`config.mk`:
```
export PLATFORM = sky130hd
export DESIGN_NAME = vfd_ramp_ctrl
export DESIGN_NICKNAME = d
export VERILOG_FILES = /design/src/rtl/vfd_ramp_ctrl.sv
export SDC_FILE = /design/constraint.sdc
export NUM_CORES = 1
export LEC_CHECK = 0
export ABC_AREA = 1
export CAP_MARGIN = 20
export CORE_ASPECT_RATIO = 1.1
export CORE_UTILIZATION = 30
export DETAILED_ROUTE_END_ITERATION = 8
export GPL_TIMING_DRIVEN = 0
export SLEW_MARGIN = 20
export SYNTH_ARGS = -nofsm -noshare
export SYNTH_HDL_FRONTEND = slang
export SYNTH_SLANG_ARGS = --single-unit
```
`constraint.sdc`:
```
create_clock -name clk -period 3.45 [get_ports clk]
set_input_delay 0.5175 -clock clk [delete_from_list [all_inputs] [get_ports clk]]
set_output_delay 0.5175 -clock clk [all_outputs]
set_load 0.02 [all_outputs]
```
`src/rtl/vfd_ramp_ctrl.sv`:
```
// rtl/vfd_ramp_ctrl.sv - soft-start V/Hz ramp sequencer driving NCO phase increment, amplitude and bridge enable
module vfd_ramp_ctrl #(
  parameter int FREQ_BITS      = 8,
  parameter int PHASE_ACC_BITS = 24,
  parameter int MOD_BITS       = 10,
  parameter int INC_PER_UNIT   = 84,
  parameter int STEP_DIV       = 200,
  parameter int ACC_STEP       = 1,
  parameter int VF_GAIN        = 4,
  parameter int V_BOOST        = 16,
  parameter int AMP_MAX        = 2**MOD_BITS-1
) (
  input  logic                      clk,
  input  logic                      rst,
  input  logic                      cmd_valid,
  output logic                      cmd_ready,
  input  logic [FREQ_BITS-1:0]      cmd_freq,
  input  logic                      stop_req,
  input  logic                      fault,
  input  logic                      fault_clr,
  output logic [PHASE_ACC_BITS-1:0] phase_inc,
  output logic [MOD_BITS-1:0]       amp,
  output logic                      drv_en,
  output logic                      at_speed,
  output logic [2:0]                state_o
);

  typedef enum logic [2:0] {
    S_IDLE  = 3'd0,
    S_RAMP  = 3'd1,
    S_RUN   = 3'd2,
    S_FAULT = 3'd3
  } state_t;

  localparam int PW = (STEP_DIV > 1) ? $clog2(STEP_DIV) : 1;
  localparam logic [PW-1:0] PRESC_LAST = PW'(STEP_DIV - 1);
  localparam logic [FREQ_BITS-1:0] STEP = FREQ_BITS'(ACC_STEP);
  // Wide enough that boost + freq*gain cannot wrap before the clamp compare.
  localparam int AW = FREQ_BITS + 24;

  state_t                    state_q, state_d;
  logic [FREQ_BITS-1:0]      target_q, target_d;
  logic [FREQ_BITS-1:0]      cur_q, cur_d;
  logic [PW-1:0]             presc_q, presc_d;
  logic [PHASE_ACC_BITS-1:0] phase_inc_q, phase_inc_d;
  logic [MOD_BITS-1:0]       amp_q, amp_d;
  logic                      drv_en_q, at_speed_q;
  logic [FREQ_BITS-1:0]      cur_step;
  logic [AW-1:0]             amp_raw;
  logic                      cmd_accept;

  // Commands are refused while stopping or faulted; stop outranks a same-cycle command.
  assign cmd_ready  = (state_q != S_FAULT) & ~stop_req & ~fault;
  assign cmd_accept = cmd_valid & cmd_ready;

  assign phase_inc = phase_inc_q;
  assign amp       = amp_q;
  assign drv_en    = drv_en_q;
  assign at_speed  = at_speed_q;
  assign state_o   = state_q;

  // One ramp step toward the current target, landing exactly on it when closer than ACC_STEP.
  always_comb begin
    cur_step = cur_q;
    if (target_q > cur_q) begin
      cur_step = ((target_q - cur_q) > STEP) ? cur_q + STEP : target_q;
    end else if (target_q < cur_q) begin
      cur_step = ((cur_q - target_q) > STEP) ? cur_q - STEP : target_q;
    end
  end

  // Sequencer next-state: fault wins, then stop, then commands.
  always_comb begin
    state_d  = state_q;
    target_d = target_q;
    cur_d    = cur_q;
    presc_d  = presc_q;
    if (fault) begin
      state_d  = S_FAULT;
      target_d = '0;
      cur_d    = '0;
      presc_d  = '0;
    end else begin
      case (state_q)
        S_IDLE: begin
          cur_d = '0;
          if (stop_req) begin
            target_d = '0;
          end else if (cmd_accept) begin
            target_d = cmd_freq;
            if (cmd_freq != '0) begin
              state_d = S_RAMP;
              presc_d = '0;
            end
          end
        end
        S_RAMP: begin
          if (presc_q == PRESC_LAST) begin
            presc_d = '0;
            cur_d   = cur_step;
          end else begin
            presc_d = presc_q + 1'b1;
          end
          if (stop_req) begin
            target_d = '0;
          end else if (cmd_accept) begin
            target_d = cmd_freq;
          end
          if (cur_d == target_d) begin
            state_d = (target_d != '0) ? S_RUN : S_IDLE;
          end
        end
        S_RUN: begin
          if (stop_req) begin
            target_d = '0;
            state_d  = S_RAMP;
            presc_d  = '0;
          end else if (cmd_accept && (cmd_freq != target_q)) begin
            target_d = cmd_freq;
            state_d  = S_RAMP;
            presc_d  = '0;
          end
        end
        S_FAULT: begin
          target_d = '0;
          cur_d    = '0;
          presc_d  = '0;
          if (fault_clr) begin
            state_d = S_IDLE;
          end
        end
        default: begin
          state_d  = S_IDLE;
          target_d = '0;
          cur_d    = '0;
          presc_d  = '0;
        end
      endcase
    end
  end

  // V/Hz mapping of the present frequency; registered below so outputs trail cur_freq by one clock.
  always_comb begin
    phase_inc_d = PHASE_ACC_BITS'(cur_q) * PHASE_ACC_BITS'(INC_PER_UNIT);
    amp_raw     = AW'(V_BOOST) + AW'(cur_q) * AW'(VF_GAIN);
    amp_d       = '0;
    if (cur_q != '0) begin
      amp_d = (amp_raw > AW'(AMP_MAX)) ? MOD_BITS'(AMP_MAX) : amp_raw[MOD_BITS-1:0];
    end
  end

  // Sequencer state, target, current frequency and step prescaler.
  always_ff @(posedge clk) begin
    if (rst) begin
      state_q  <= S_IDLE;
      target_q <= '0;
      cur_q    <= '0;
      presc_q  <= '0;
    end else begin
      state_q  <= state_d;
      target_q <= target_d;
      cur_q    <= cur_d;
      presc_q  <= presc_d;
    end
  end

  // Datapath outputs; a fault kills drive on the very edge it is sampled.
  always_ff @(posedge clk) begin
    if (rst || fault) begin
      phase_inc_q <= '0;
      amp_q       <= '0;
      drv_en_q    <= 1'b0;
      at_speed_q  <= 1'b0;
    end else begin
      phase_inc_q <= phase_inc_d;
      amp_q       <= amp_d;
      drv_en_q    <= (cur_q != '0) && (state_q != S_FAULT);
      at_speed_q  <= (state_q == S_RUN);
    end
  end

endmodule

```
---- After elaboration in Yosys (flattened, before gate mapping) ----
Cells that the tools add are included.
word-level totals
  output and inout bits ................... 40
  register bits after elaboration ......... 63
  input bits .............................. 14
cells by class
  order comparisons ....................... 5
  mux-type cells .......................... 33
  reduce and logical (&&, ||, !) cells .... 12
  equal/unequal tests ..................... 19
  bitwise logic cells ..................... 6
  multiply operators ...................... 1
  add/subtract/negate cells ............... 6
operator list
  operator                                                                           count
  8-bit 2-to-1 mux                                                                   19
  8-bit one-hot mux with 3 select lines                                              2
  8-bit nonzero test                                                                 3
  3-bit 2-to-1 mux                                                                   7
  3-bit inequality test, second input constant                                       6
  8-bit by 1-bit adder with 8-bit output, second input constant                      2
  8-bit by 1-bit greater-than comparator with 1-bit output, second input constant    2
  8-bit one-hot mux with 2 select lines                                              1
  8-bit subtractor                                                                   2
  8-bit by 5-bit multiplier with 13-bit output, second input constant                1
  3-bit one-hot mux with 4 select lines                                              1
  6-bit AND reduction                                                                2
  5-bit by 10-bit adder with 11-bit output, first input constant                     1
  11-bit by 10-bit greater-than comparator with 1-bit output, second input constant  1
  10-bit 2-to-1 mux                                                                  1
  2-bit inequality test, second input constant                                       5
  8-bit equality test                                                                1
  8-bit equality test, second input constant                                         1
  8-bit greater-than comparator                                                      1
  8-bit less-than comparator                                                         1
  8-bit inequality test                                                              1
  8-bit by 1-bit subtractor with 8-bit output, second input constant                 1
  3-bit by 2-bit equality test with 1-bit output, second input constant              2
  2-bit 2-to-1 mux                                                                   2
  10 further kinds                                                                   16

---- Longest topological paths before layout ----
Gate-level depths: netlist of the first run.
  depth in word-level cells ............... 13
  depth in mapped cells ................... 26
  gate-level depth less buffers ........... 25

---- Worst setup path after synthesis of the first run ----
OpenSTA, ideal clock, no wires.
  path type ............................... reg2reg
  start ................................... register cur_q[3]
  end ..................................... register phase_inc_q[14], in the netlist phase_inc[14]
  path slack .............................. 0.483 ns
  data required time ...................... 3.380 ns
  data arrival time ....................... 2.897 ns
  setup time .............................. 0.070 ns
  cell stages (with the launch flop) ...... 17
  buffers on the path ..................... 0
  path through ............................ dfxtp_1 -> ha_1 -> ha_1 -> inv_1 -> fa_1 -> inv_1 -> ha_1 -> inv_1 -> o31ai_1 -> inv_1 -> o21ai_0 -> inv_1 -> nor2_1 -> nor2_1 -> o21bai_1 -> o21ai_0 -> a21oi_1
on the way
  longest elaborated chain between the ends .. 1
RTL lines
  item                                          line  source
  start, declared                               43    logic [FREQ_BITS-1:0] cur_q, cur_d;
  start signal, assigned                        162   cur_q <= cur_d;
  8-bit by 5-bit multiplier with 13-bit output  144   phase_inc_d = PHASE_ACC_BITS'(cur_q) * PHASE_ACC_BITS'(INC_PER_UNIT);
  end signal, assigned                          175   phase_inc_q <= phase_inc_d;
  end, declared                                 45    logic [PHASE_ACC_BITS-1:0] phase_inc_q, phase_inc_d;
Every way passes these cells.
A chain may end at the register's enable or synchronous reset.

---- Final worst setup path of the first run ----
Ends and elaborated chain as after synthesis.

==> out/metrics.csv, run 1 <==
metric,value,unit
Post-Synthesis Cells,666,
Min Hold Slack,490.1,ps
Max VDD drop,0.1853,mV
Worst path slowest cell,fa_1,
GR Overflow Total,0,
diode count,0,
CP endpoint kind,register,
M1 GR Usage,20.67,%
Final Cycle Share,91.95,%
clk_skew,7.013,ps
H-tree levels,2,
FP Rows,46,
"Seq/Total Area, Yosys",22.04,%
Top delay family on crit path,adder cells,
P_leak,0.002476,µW
CTS max path bufs,2,
Crit Path Class,reg -> reg,
hold path cells,2,
# setup viols final,0,
fill cell count,1578,
gpl congestion,0.8654,
Placed Cells,909,
Vias,4396,
port buffer count,40,
top cell type by total area after synthesis,dfxtp_1,
clk_lat worst skew,300,ps
PwrDens,279.6,mW/mm²
DRT Pass-1 Iters,7,
core area,0.01462,mm²
Min-Delay Path Class,reg -> reg,
"Avg Cell Area, Syn",6.818,µm²
Max Cap Viol,0,
highest clock rate,0.3152,GHz
Synth async-reset ratio,0,%
CTS clock-pin slew for the worst setup and hold paths,70,ps
routed length per placed instance,14.01,µm
final std cells w/o fill,917,
final net count,791,
Die Area,0.01563,mm²
worst path buffer plus inverter count,5,
ANT nets after route,0,
max-slew violations,0,
Post-synth EDFFs,0,
dpl hpwl,10.10,mm
vias per cell,4.794,
worst-path cell chain,ha_1 -> ha_1 -> inv_1 -> fa_1 -> inv_1 -> ha_1 -> inv_1 -> o31ai_2 -> inv_1 -> o21ai_2 -> inv_1 -> nor2_1 -> nor2_1 -> o21bai_1 -> o21ai_0 -> a21oi_1,
M3 GR Usage,2.300,%
CP required,3670,ps
initial DRC count,273,
overall routing resource usage,16.91,%
number of global-route vias before repair,4107,
clk sinks,50,
die width,119.3,µm
post-layout minimum cycle time,3172,ps
crit path max fanout,9,
first-pass GRT wire length,20.76,mm
"top cells by area, synth","dfxtp_1 22%, ha_1 13%, nand2_1 11%, nand3_1 7.8%, inv_1 7.4%",
TritonCTS Buffers,5,
final hold viol count,0,
"most common cell after layout, fill and taps aside",nand2_1,
Post-synth top flop,dfxtp_1,
share of the synthesized area in the top cell type,22.04,%
worst-margin pin slew,916.0,ps
worst r2r path cells,16,
largest net degree at the start of global routing,16,
Layout area overhead,19.04,%
CTS tree,yes,
CP Launch Type,register,
DRC viols,0,
Clock Root Buffer,clkbuf_16,
initial core utilization,31.06,%
gr busiest metal,met2,
Levels on crit path,16,
yosys warns,0,
Worst Path Arrival,3390,ps
layout cells sized above 1,11.17,%
Most common cell on crit path,inv_1,
Slew Limit Headroom,38.52,%
"Cell Area, Synth",0.004541,mm²
die height,131.0,µm
I/O pins,54,
post-synthesis register bit count,50,
Detailed Route WL,12.85,mm
Max stage delay on crit path,490,ps
"Distinct cells, synth",43,
CTS Hold Bufs,0,
initial antenna violation count,0,
M2 GR Usage,30.47,%
run status,"finished, final reports clean",
most frequent cells in the layout,"128 x nand2_1, 89 x inv_1, 71 x nand3_1",
## worst register-to-register path, cell delays in order (launching register included)
cell and delay [ps]:
dfxtp_4 400, ha_1 310, ha_1 270, inv_1 50
fa_1 490, inv_1 40, ha_1 300, inv_1 70
o31ai_2 230, inv_1 100, o21ai_2 140, inv_1 50
nor2_1 130, nor2_1 60, o21bai_1 170, o21ai_0 90
a21oi_1 180
## per-stage QoR
stage	cell area, µm²	setup TNS (ps)	util [%]	setup slack [ps]	total power (µW)
finish	5405	0	36.97	277.8	1511
global route	5405	-23.42	36.97	-21.75	1596
CTS	5375	0	36.77	19.41	1524
detailed placement	5223	-46.02	35.72	-32.00	1031
global placement	5223	-52.91	35.72	-30.03	1029
floorplan	4582	0	-	483.3	925.3
## cell type report
cell class	instances	area (µm²)	share of cell area (%)
plain buffers	27	180.2	3.333
clock buffers	5	125.1	2.315
clock inverters	2	15.01	0.2778
inverters	96	372.9	6.898
multi-input cells	504	3045	56.34
flip-flops and latches	50	1018	18.84
well taps	192	240.2	4.444
repair buffers	41	407.9	7.546
## Yosys cell counts (2+ instances only)
cell        n
o21bai_1    3
nor2_4      3
nor3b_1     3
dfxtp_1    50
a31oi_1     7
a21oi_1    30
clkinv_1    3
o22ai_1     3
nor2_8      2
clkbuf_1    5
inv_2       2
nor3_1     11
nor4_1      5
fa_1        5
buf_4      13
a21oi_2     2
ha_1       47
inv_1      90
buf_2       5
o21ai_1     2
nand2_1   128
nand3_2     8
xnor2_1     5
o21ai_0    23
nor2_2      4
nand2_2    14
nand4_1     8
nor2_1     63
nand3_1    71
buf_6       3
xor2_1     15
a211oi_1   22
## flip-flops by register name (all words and copies together) (netlist names)
signal	cells
amp	9
at_speed	1
cur_q	8
drv_en	1
phase_inc	13
presc_q	8
state_o	2
target_q	8
## path summary, 6_finish.rpt
check | from | to | slack [ps]
setup / recovery | cur_q[3] | phase_inc[14] | 280
hold reg to reg | presc_q[1] | presc_q[1] | 490
setup reg to reg | cur_q[3] | phase_inc[14] | 280
hold / removal | presc_q[1] | presc_q[1] | 490
## power breakdown
group,switching (µW),total (µW),internal [µW]
Clock,225,490,265
Combinational,285,429,144
Sequential,11.2,593,582
## layer usage
metal	wire, µm	vias to the layer above
li1	-	2300
met1	5770	1945
met2	6167	129
met3	580	22
met4	331	0
met5	0	-
## kinds of logic after synthesis
logic type                 count (synthesis)  share of synthesized area, %
AOI/OAI and AO/OA                         98                         13.20
xor gates and xnor gates                  20                         3.858
adders and majority gates                 52                         15.16
buffers and inverters                    123                         11.99
DFF                                       50                         22.04
other                                      1                       0.08259
and+or+nand+nor                          322                         33.67
## timing repair
action | in CTS | in global routing
gates resized for setup | 2 | 16
buffers inserted | 1 | 0
gates cloned | 0 | 0
endpoints found under the setup margin | 2 | 4
No activity file was read; power rests on OpenSTA's default activity.
==> run 2, diff against run 1 <==
--- a/config.mk
+++ b/config.mk
@@ -11,7 +11,7 @@
 export CORE_UTILIZATION = 30
 export DETAILED_ROUTE_END_ITERATION = 8
 export GPL_TIMING_DRIVEN = 0
-export SLEW_MARGIN = 20
+export SLEW_MARGIN = 0
 export SYNTH_ARGS = -nofsm -noshare
 export SYNTH_HDL_FRONTEND = slang
 export SYNTH_SLANG_ARGS = --single-unit
==> results of run 2 <==
No change in the layout: final DEF, timing and power equal those of run 1.
==> run 3, diff against run 2 <==
--- a/config.mk
+++ b/config.mk
@@ -6,6 +6,7 @@
 export NUM_CORES = 1
 export LEC_CHECK = 0
 export ABC_AREA = 1
+export ABC_CLOCK_PERIOD_IN_PS = 3450
 export CAP_MARGIN = 20
 export CORE_ASPECT_RATIO = 1.1
 export CORE_UTILIZATION = 30
==> results of run 3 <==
No change in the layout: final DEF, timing and power equal those of run 1.
